--- config.mk ---
export PLATFORM = sky130hd
export DESIGN_NAME = cell_processor_pipe
export DESIGN_NICKNAME = d
export VERILOG_FILES = /design/src/rtl/cell_processor_pipe_pkg.sv /design/src/rtl/cell_result_fifo.sv /design/src/rtl/cell_processor_pipe.sv
export SDC_FILE = /design/constraint.sdc
export NUM_CORES = 1
export LEC_CHECK = 0
export BUFFER_PORTS_ARGS = -buffer_cell sky130_fd_sc_hd__buf_2
export CELL_PAD_IN_SITES_DETAIL_PLACEMENT = 1
export CELL_PAD_IN_SITES_GLOBAL_PLACEMENT = 2
export CORE_ASPECT_RATIO = 1.1
export CORE_MARGIN = 2
export CORE_UTILIZATION = 28
export DETAILED_ROUTE_END_ITERATION = 10
export GPL_ROUTABILITY_DRIVEN = 0
export PLACE_DENSITY_LB_ADDON = 0.05
export SLEW_MARGIN = 20
export SYNTH_ARGS = -nofsm -noshare
export SYNTH_HDL_FRONTEND = slang
export SYNTH_SLANG_ARGS = --single-unit
--- constraint.sdc ---
create_clock -name clk -period 3.7 [get_ports clk]
set_clock_uncertainty 0.1 [all_clocks]
set_input_delay 1.11 -clock clk [delete_from_list [all_inputs] [get_ports clk]]
set_output_delay 1.11 -clock clk [all_outputs]
set_load 0.005 [all_outputs]
--- src/rtl/cell_processor_pipe_pkg.sv ---
// Shared types, geometry constants and the cell ALU for the pipelined cell processor.
// Build option: define CELL_PROC_SAT_EN to saturate ADD/ADDI/SUB/SUBI instead of wrapping.
package cell_processor_pipe_pkg;

    localparam int unsigned CHANNEL_DEPTH = 8;
    localparam int unsigned CELL_DIM      = 3;
    localparam int unsigned CENTRE_PIXEL  = CELL_DIM / 2;

    typedef logic [CHANNEL_DEPTH-1:0] pixel_t;
    typedef logic [CELL_DIM-1:0][CELL_DIM-1:0][CHANNEL_DEPTH-1:0] cell_t;

    typedef enum logic [3:0] {
        OpAdd  = 4'h0,
        OpAddi = 4'h1,
        OpSub  = 4'h2,
        OpSubi = 4'h3,
        OpMax  = 4'h4,
        OpMin  = 4'h5,
        OpAvg  = 4'h6
    } opcode_e;

    typedef struct packed {
        opcode_e opcode;
        cell_t   cell_a;
        cell_t   cell_b;
        pixel_t  user_input_a;
    } instruction_t;

    // Layout doubles as the result FIFO entry: {data, ovf, illegal}.
    typedef struct packed {
        pixel_t data;
        logic   ovf;
        logic   illegal;
    } alu_res_t;

    localparam int unsigned RES_W = $bits(alu_res_t);

    function automatic pixel_t centre_of(cell_t c);
        return c[CENTRE_PIXEL][CENTRE_PIXEL];
    endfunction

    function automatic alu_res_t cell_alu(opcode_e op, pixel_t a, pixel_t b, pixel_t u);
        logic [CHANNEL_DEPTH:0] wide;
        pixel_t                 rhs;
        alu_res_t               res;
        res  = '0;
        res.data = a;
        rhs  = (op == OpAddi || op == OpSubi) ? u : b;
        wide = '0;
        case (op)
            OpAdd, OpAddi: begin
                wide     = {1'b0, a} + {1'b0, rhs};
                res.ovf  = wide[CHANNEL_DEPTH];
                res.data = wide[CHANNEL_DEPTH-1:0];
`ifdef CELL_PROC_SAT_EN
                if (res.ovf) res.data = '1;
`endif
            end
            OpSub, OpSubi: begin
                // Bit CHANNEL_DEPTH of the difference is the borrow, i.e. a negative result.
                wide     = {1'b0, a} - {1'b0, rhs};
                res.ovf  = wide[CHANNEL_DEPTH];
                res.data = wide[CHANNEL_DEPTH-1:0];
`ifdef CELL_PROC_SAT_EN
                if (res.ovf) res.data = '0;
`endif
            end
            OpMax: res.data = (a > b) ? a : b;
            OpMin: res.data = (a < b) ? a : b;
            OpAvg: begin
                wide     = {1'b0, a} + {1'b0, b};
                res.data = wide[CHANNEL_DEPTH:1];
            end
            default: res.illegal = 1'b1;
        endcase
        return res;
    endfunction

endpackage

--- src/rtl/cell_result_fifo.sv ---
// Result buffer for the cell processor; pop on empty is ignored, push+pop on full is legal.
module cell_result_fifo #(
    parameter int unsigned DEPTH = 4,
    parameter int unsigned WIDTH = 10,
    localparam int unsigned PTR_W = $clog2(DEPTH)
) (
    input  logic             clk,
    input  logic             rst,
    input  logic             push,
    input  logic [WIDTH-1:0] push_data,
    input  logic             pop,
    output logic [WIDTH-1:0] head,
    output logic             empty,
    output logic [PTR_W:0]   count
);

    logic [WIDTH-1:0] mem_q [DEPTH];
    logic [PTR_W:0]   wr_ptr_q, wr_ptr_d;
    logic [PTR_W:0]   rd_ptr_q, rd_ptr_d;
    logic             full;
    logic             do_push;
    logic             do_pop;

    // Extra pointer MSB distinguishes full from empty when the indices match.
    assign empty = (wr_ptr_q == rd_ptr_q);
    assign full  = (wr_ptr_q[PTR_W] != rd_ptr_q[PTR_W]) &&
                   (wr_ptr_q[PTR_W-1:0] == rd_ptr_q[PTR_W-1:0]);
    assign count = wr_ptr_q - rd_ptr_q;
    assign head  = mem_q[rd_ptr_q[PTR_W-1:0]];

    always_comb begin
        do_pop   = pop && !empty;
        do_push  = push && (!full || do_pop);
        wr_ptr_d = wr_ptr_q + {{PTR_W{1'b0}}, do_push};
        rd_ptr_d = rd_ptr_q + {{PTR_W{1'b0}}, do_pop};
    end

    always_ff @(posedge clk or negedge rst) begin
        if (!rst) begin
            wr_ptr_q <= '0;
            rd_ptr_q <= '0;
        end else begin
            wr_ptr_q <= wr_ptr_d;
            rd_ptr_q <= rd_ptr_d;
        end
    end

    always_ff @(posedge clk) begin
        if (do_push) mem_q[wr_ptr_q[PTR_W-1:0]] <= push_data;
    end

endmodule

--- src/rtl/cell_processor_pipe.sv ---
// Two-stage pipelined cell ALU with valid/ready input and a credit-checked output FIFO.
// Build option: CELL_PROC_SAT_EN (see package) selects saturating add/sub results.
module cell_processor_pipe
    import cell_processor_pipe_pkg::*;
#(
    parameter int unsigned FIFO_DEPTH = 4,
    parameter int unsigned CNT_W      = 16
) (
    input  logic                     clk,
    input  logic                     rst,
    input  logic                     in_valid,
    output logic                     in_ready,
    input  instruction_t             in_iw,
    output logic                     out_valid,
    input  logic                     out_ready,
    output logic [CHANNEL_DEPTH-1:0] out_data,
    output logic [1:0]               out_flags,
    output logic [CNT_W-1:0]         op_count
);

    localparam int unsigned FIFO_CNT_W = $clog2(FIFO_DEPTH) + 1;
    localparam logic [FIFO_CNT_W:0] DEPTH_W = (FIFO_CNT_W + 1)'(FIFO_DEPTH);

    logic                  ready_en_q;
    logic                  s1_valid_q;
    opcode_e               s1_op_q;
    pixel_t                s1_a_q, s1_b_q, s1_u_q;
    logic                  s2_valid_q;
    alu_res_t              s2_res_q;
    logic [CNT_W-1:0]      op_count_q, op_count_d;

    alu_res_t              fifo_head;
    logic [RES_W-1:0]      fifo_head_raw;
    logic                  fifo_empty;
    logic [FIFO_CNT_W-1:0] fifo_count;
    logic [FIFO_CNT_W:0]   in_flight;
    logic                  accept;
    logic                  unused_iw;

    // Only the centre pixels are consumed; the rest of each cell is deliberately ignored.
    assign unused_iw = ^in_iw;

    // Every in-flight instruction already owns a FIFO slot, so a result is never dropped.
    always_comb begin
        in_flight = {1'b0, fifo_count}
                  + {{FIFO_CNT_W{1'b0}}, s1_valid_q}
                  + {{FIFO_CNT_W{1'b0}}, s2_valid_q};
        in_ready   = ready_en_q && (in_flight < DEPTH_W);
        accept     = in_valid && in_ready;
        op_count_d = op_count_q + CNT_W'(accept);
    end

    always_ff @(posedge clk or negedge rst) begin
        if (!rst) begin
            ready_en_q <= 1'b0;
            op_count_q <= '0;
        end else begin
            ready_en_q <= 1'b1;
            op_count_q <= op_count_d;
        end
    end

    always_ff @(posedge clk or negedge rst) begin
        if (!rst) begin
            s1_valid_q <= 1'b0;
            s1_op_q    <= OpAdd;
            s1_a_q     <= '0;
            s1_b_q     <= '0;
            s1_u_q     <= '0;
        end else begin
            s1_valid_q <= accept;
            if (accept) begin
                s1_op_q <= in_iw.opcode;
                s1_a_q  <= centre_of(in_iw.cell_a);
                s1_b_q  <= centre_of(in_iw.cell_b);
                s1_u_q  <= in_iw.user_input_a;
            end
        end
    end

    always_ff @(posedge clk or negedge rst) begin
        if (!rst) begin
            s2_valid_q <= 1'b0;
            s2_res_q   <= '0;
        end else begin
            s2_valid_q <= s1_valid_q;
            if (s1_valid_q) s2_res_q <= cell_alu(s1_op_q, s1_a_q, s1_b_q, s1_u_q);
        end
    end

    cell_result_fifo #(
        .DEPTH (FIFO_DEPTH),
        .WIDTH (RES_W)
    ) u_fifo (
        .clk       (clk),
        .rst       (rst),
        .push      (s2_valid_q),
        .push_data (s2_res_q),
        .pop       (out_ready),
        .head      (fifo_head_raw),
        .empty     (fifo_empty),
        .count     (fifo_count)
    );

    always_comb begin
        fifo_head = alu_res_t'(fifo_head_raw);
        out_valid = !fifo_empty;
        out_data  = fifo_empty ? '1 : fifo_head.data;
        out_flags = fifo_empty ? 2'b00 : {fifo_head.ovf, fifo_head.illegal};
        op_count  = op_count_q;
    end

endmodule

; Word level (Yosys, flattened, before mapping)
; Memories as Yosys holds them, arrays and structs flattened.
; Index checks and enable logic that the tools add are counted.
[word_totals]
reg_bits = 63
ramBits = 40
in_bits = 160
output_inout_bits = 28
wordCells = 58
mem_count = 1
[mem_list]
columns = memory, depth, width, rd, rd_clocked_by_memory_dff, write_ports, line_no
row1 = u_fifo.mem_q, 4, 10, 1, 0, 1, cell_result_fifo.sv:17  ; logic [WIDTH-1:0] mem_q [DEPTH];
[op_classes]
n_addsub = 9
n_lt_le_gt_ge = 3
n_eq_ne = 9
mux = 10
n_reduce_logical = 13
[op_table]
columns = cell, count
row1 = $pmux 8 s5, 1
row2 = $mux 8, 4
row3 = $add 8x8->9, 2
row4 = $add 16x1->16, 1
row5 = $eq 4x3->1 const B, 3
row6 = $sub 8x8->9, 1
row7 = $eq 4x2->1 const B, 2
row8 = $gt 8x8->1, 1
row9 = $lt 8x8->1, 1
row10 = $reduce_or 7->1, 1
row11 = $add 3x1->3, 2
row12 = $logic_and 1x1->1, 5
row13 = $add 3x1->4, 1
row14 = $add 4x1->4, 1
row15 = $eq 4x1->1 const B, 1
row16 = $logic_not 4->1, 1
row17 = $lt 4x3->1 const B, 1
row18 = $reduce_or 2->1, 2
row19 = $eq 3x3->1, 1
row20 = $mux 1, 3
row21 = $sub 3x3->3, 1
row22 = $eq 2x2->1, 1
row23 = $logic_not 1->1, 2
row24 = $logic_or 1x1->1, 2
row25 = 3 further kinds, 3

; Longest topological paths before layout
[logic_depth]
word_depth = 7
ltp_mapped = 17

; Hierarchy
; From an unflattened synthesis, not the netlist that was laid out.
[unflattened]
cells_unflattened = 534
hier_area_um2 = 5730.5
[by_module_without_submodules]
columns = mod, instances, cells_each, area_per_inst_um2, seq_area_each_um2
row1 = cell_processor_pipe, 1, 449, 3910.0, 1426.4
row2 = cell_result_fifo, 1, 85, 1820.5, 1351.3

; Least setup slack after synthesis
; OpenSTA, ideal clock, no wires.
[synth_path]
path_type = register to register
startpoint = register s1_op_q[3]
endpoint = register s2_res_q[7] (netlist bit)
setup_time_ns = 0.129
t_arrival_ns = 3.343
setup_slack_ns = 0.128
stages_incl_launch_ff = 15
cell_sequence = dfrtp_1 -> buf_2 -> nor2_1 -> and2_1 -> clkbuf_1 -> buf_2 -> nor2_1 -> a21o_1 -> ha_1 -> inv_2 -> nor2_1 -> mux4_2 -> a2111oi_2 -> o21ai_1 -> o41a_1
[synth_between]
elab_chain_len = 5
elab_cells_between_ends = 14
cone_classes = 2 x add/sub / 6 x eq/ne / 2 x mux / 4 x reduce/logical
[synth_lines]
columns = item, line_no
row1 = start: declaration, cell_processor_pipe.sv:26  ; opcode_e s1_op_q;
row2 = start signal: assignment, cell_processor_pipe.sv:66  ; s1_op_q <= OpAdd;
row3 = start signal: assignment, cell_processor_pipe.sv:73  ; s1_op_q <= in_iw.opcode;
row4 = $eq 4x1->1 / $eq 4x2->1 (equally long branches), -
row5 = $logic_or 1x1->1, cell_processor_pipe_pkg.sv:48  ; rhs = (op == OpAddi || op == OpSubi) ? u : b;
row6 = $mux 8, cell_processor_pipe_pkg.sv:48
row7 = $sub 8x8->9 / $add 8x8->9 (equally long branches), "cell_processor_pipe_pkg.sv:61, cell_processor_pipe_pkg.sv:52"
row8 = $pmux 8 s5 (*), cell_processor_pipe_pkg.sv:50  ; case (op)
row9 = end signal: assignment, cell_processor_pipe.sv:87  ; if (s1_valid_q) s2_res_q <= cell_alu(s1_op_q, s1_a_q, s1_b_q, s1_u_q);
row10 = end: declaration, cell_processor_pipe.sv:29  ; alu_res_t s2_res_q;
; Mark *: on every way between the ends. The rest lies on a longest branch, timed or not.
; A chain may end at the register's enable or synchronous reset.

; Final worst setup path
; Same ends and word-level chain as after synthesis.

==> results.toml <==
[status]
status = "finished clean"

[global_routing]
track_usage_pct = 15.5
grt_pass1_vias = 4631
antenna_found_initial = 0
overflow = 0
grt_pass1_wl_mm = 26.2
grt_max_degree = 40

[run]
cap_violations = 0

[setup_path]
r2r-start = "s1_op_q[3]"
crit_path_max_fanout = 8
end_kind = "register"
r2r_cells = 12
arrival_ns = 3.54
cp-start-kind = "register"
r2r_setup_slack_ns = 0.30
r2r_end = "s2_res_q[7]"
worst-setup-path-type = "reg2reg"
worstPathRequired_ns = 3.84

[drt]
drc = 0
num_vias = 4374
routedWlPerCell_um = 18.5
drt_iter0_markers = 192
ant_nets = 0
viasPerCell = 4.90
dr.pass1.iters = 4
totalWireLength_mm = 16.5

[cells_and_area]
fin_nets = 838
final_util_pct = 33.6
syn_to_final_growth_pct = 17.1
fillers = 2343
num_antenna_cells = 0
instances_no_fill = 892
drive_gt1_share_pct = 20.9
stdcell_area_um2 = 6940

[yosys]
synthTopCellsByArea = "dfrtp_1 27%, edfxtp_1 20%, ha_1 9.1%"
synthMuxAreaShare_pct = 7.32
synth_area_um2 = 5930
ys_top_cells_by_count = "84 x nand2_1, 63 x dfrtp_1, 43 x ha_1"
synth_edf_count = 40
synth_top_family_by_area = "simple AND/OR/NAND/NOR gates"
synth_adder_area_share_pct = 10.4
async_reset_ff_share_pct = 61.2
yosys_register_bits = 103
yosys_most_used_dff = "dfrtp_1"
yosysMostFrequentCell = "nand2_1"
synth_compound_gate_area_share_pct = 12.4
ys_seq_area_share_pct = 46.8
avgSynthCellArea_um2 = 10.6
synth_top_area_share_pct = 26.6
yosysTopAreaCell = "dfrtp_1"
yosysUniqueCellTypes = 62
syn_nets = 767
yosysWarnings = 0
synth-xor-area-share_pct = 4.14
synth-simple-area-share_pct = 14.9
synthCells = 560

[floorplanning]
die_area_um2 = 22400
start_util_pct = 28.7
die_h_um = 157
rows = 55
ios = 188
die_w_um = 143
fp.coreArea_um2 = 20600

[cts]
clk_path_buf_depth = 2
ctsHoldBuffers = 0
root_buffer = "clkbuf_16"
clkSinkCount = 103
cts_resized = 0
cts_buffers = 9
clk_pin_slew_ns = 0.08
cts_htree_levels = 3
post-cts-setup-buffers = 0
tritoncts = "done"
clock_latency_ns = 0.36

[sta]
maxSlewHeadroom_pct = 37.4
hold_viol = 0
tightestPinTransition_ns = 0.929
setup_violations = 0
slew_viol_final = 0
max_freq_ghz = 0.294
tns_ns = 0
finalCritPeriodShare_pct = 91.8
rsz0062_at_grt = "no"
holdWs_ns = 0.375
setup_slack_ns = 0.302
period_needed_ns = 3.40

[power]
powerDensity_nw_per_um2 = 1010
p_total_mw = 7.03
max-vdd-ir-drop_mv = 0.262
p_leak_nw = 3.13

[worst_hold_path]
holdCritPathClass = "reg2reg"
min_to = "op_count[15]"
min_from = "op_count[15]"
hold_depth = 1

[place]
portBuffers = 59
postPlaceCellArea_um2 = 6620
dpl.cell_count = 876
pre_cts_slack_ns = 0.221
dp_hpwl_mm = 12.9
## metal layers
metal  vias up  track usage [%]  share of wire (%)
met4         0             3.72                1.1
met3        11             2.48                2.1
li1       2131                -                  -
met5         -                0                  0
met1      2181             20.0                 47
met2        51             27.1                 50
## worst max-delay path by stage
stage / startpoint / endpoint / slack [ns] / cells after the start
floorplan: s1_op_q[3] / s2_res_q[7] / 0.13 / 14
global placement: s1_op_q[3] / s2_res_q[8] / 0.26 / 12
detailed placement: s1_op_q[3] / s2_res_q[8] / 0.22 / 12
CTS: s1_op_q[3] / s2_res_q[8] / 0.20 / 12
global route: s1_op_q[3] / s2_res_q[8] / 0.07 / 12
finish: s1_op_q[3] / s2_res_q[7] / 0.30 / 12
## report_power, final
| group | switching (mW) | leakage, nW | internal, mW |
|---|---|---|---|
| logic | 2.31 | 1.83 | 1.72 |
| clock network | 0.479 | 0.154 | 0.543 |
| registers | 0.383 | 1.15 | 1.60 |
| total | 3.17 | 3.13 | 3.86 |
## registers in the layout, summed over array words and instances (netlist names)
| signal | cells |
|---|---|
| u_fifo.wr_ptr_q | 3 |
| s1_u_q | 8 |
| op_count | 16 |
| u_fifo.mem_q | 40 |
| s2_res_q | 10 |
| s2_valid_q | 1 |
| s1_a_q | 8 |
| u_fifo.rd_ptr_q | 3 |
| s1_op_q | 4 |
| s1_valid_q | 1 |
| s1_b_q | 8 |
| ready_en_q | 1 |
## layout make-up
type                            instances  area (um2)  share of cell area (%)
Sequential cell                       103        2780                    40.0
Clock inverter                          7        90.1                    1.30
Inverter                               35         131                    1.89
Clock buffer                            9         225                    3.24
Multi-Input combinational cell        401        2920                    42.1
Timing Repair Buffer                   81         473                    6.81
Tap cell                              256         320                    4.61
## cell usage in the layout (no fill, tap or decap), drive strengths merged, types with 3 or more instances in the layout
master and count:
a31oi 7, clkinv 3, nand4 8, o21ai 20
dfrtp 63, nor2b 6, or3 4, o21a 3
and2 4, fa 4, mux2i 13, nand2b 7
nand2 84, xor2 9, a21oi 25, ha 43
mux2 5, xnor2 19, and3 7, o22ai 7
edfxtp 40, mux4 11, or2 11, nor2 36
a211oi 4, a21o 9, o21bai 3, nor3 5
nand3 10, buf 81, clkbuf 9, a221oi 3
o221ai 4, inv 38, o221a 3
## cell families after synthesis
family          count (synthesis)
flops                         103
xor+xnor                       28
mux                            29
compound gates                107
other cells                     1
fa+ha+maj                      47
buf+inv                        56
simple gates                  189
## worst max-delay path, stage by stage (launching register included)
cell and delay [ns]:
dfrtp_1 0.40, nor2_1 0.14, and2_1 0.20, buf_4 0.17, nor2_1 0.04, a21o_1 0.21
ha_1 0.34, inv_2 0.10, nor2_1 0.06, mux4_2 0.48, a2111oi_2 0.45, o21ai_1 0.17
o41a_1 0.42
Note: power is estimated with default switching activity, not from simulation.
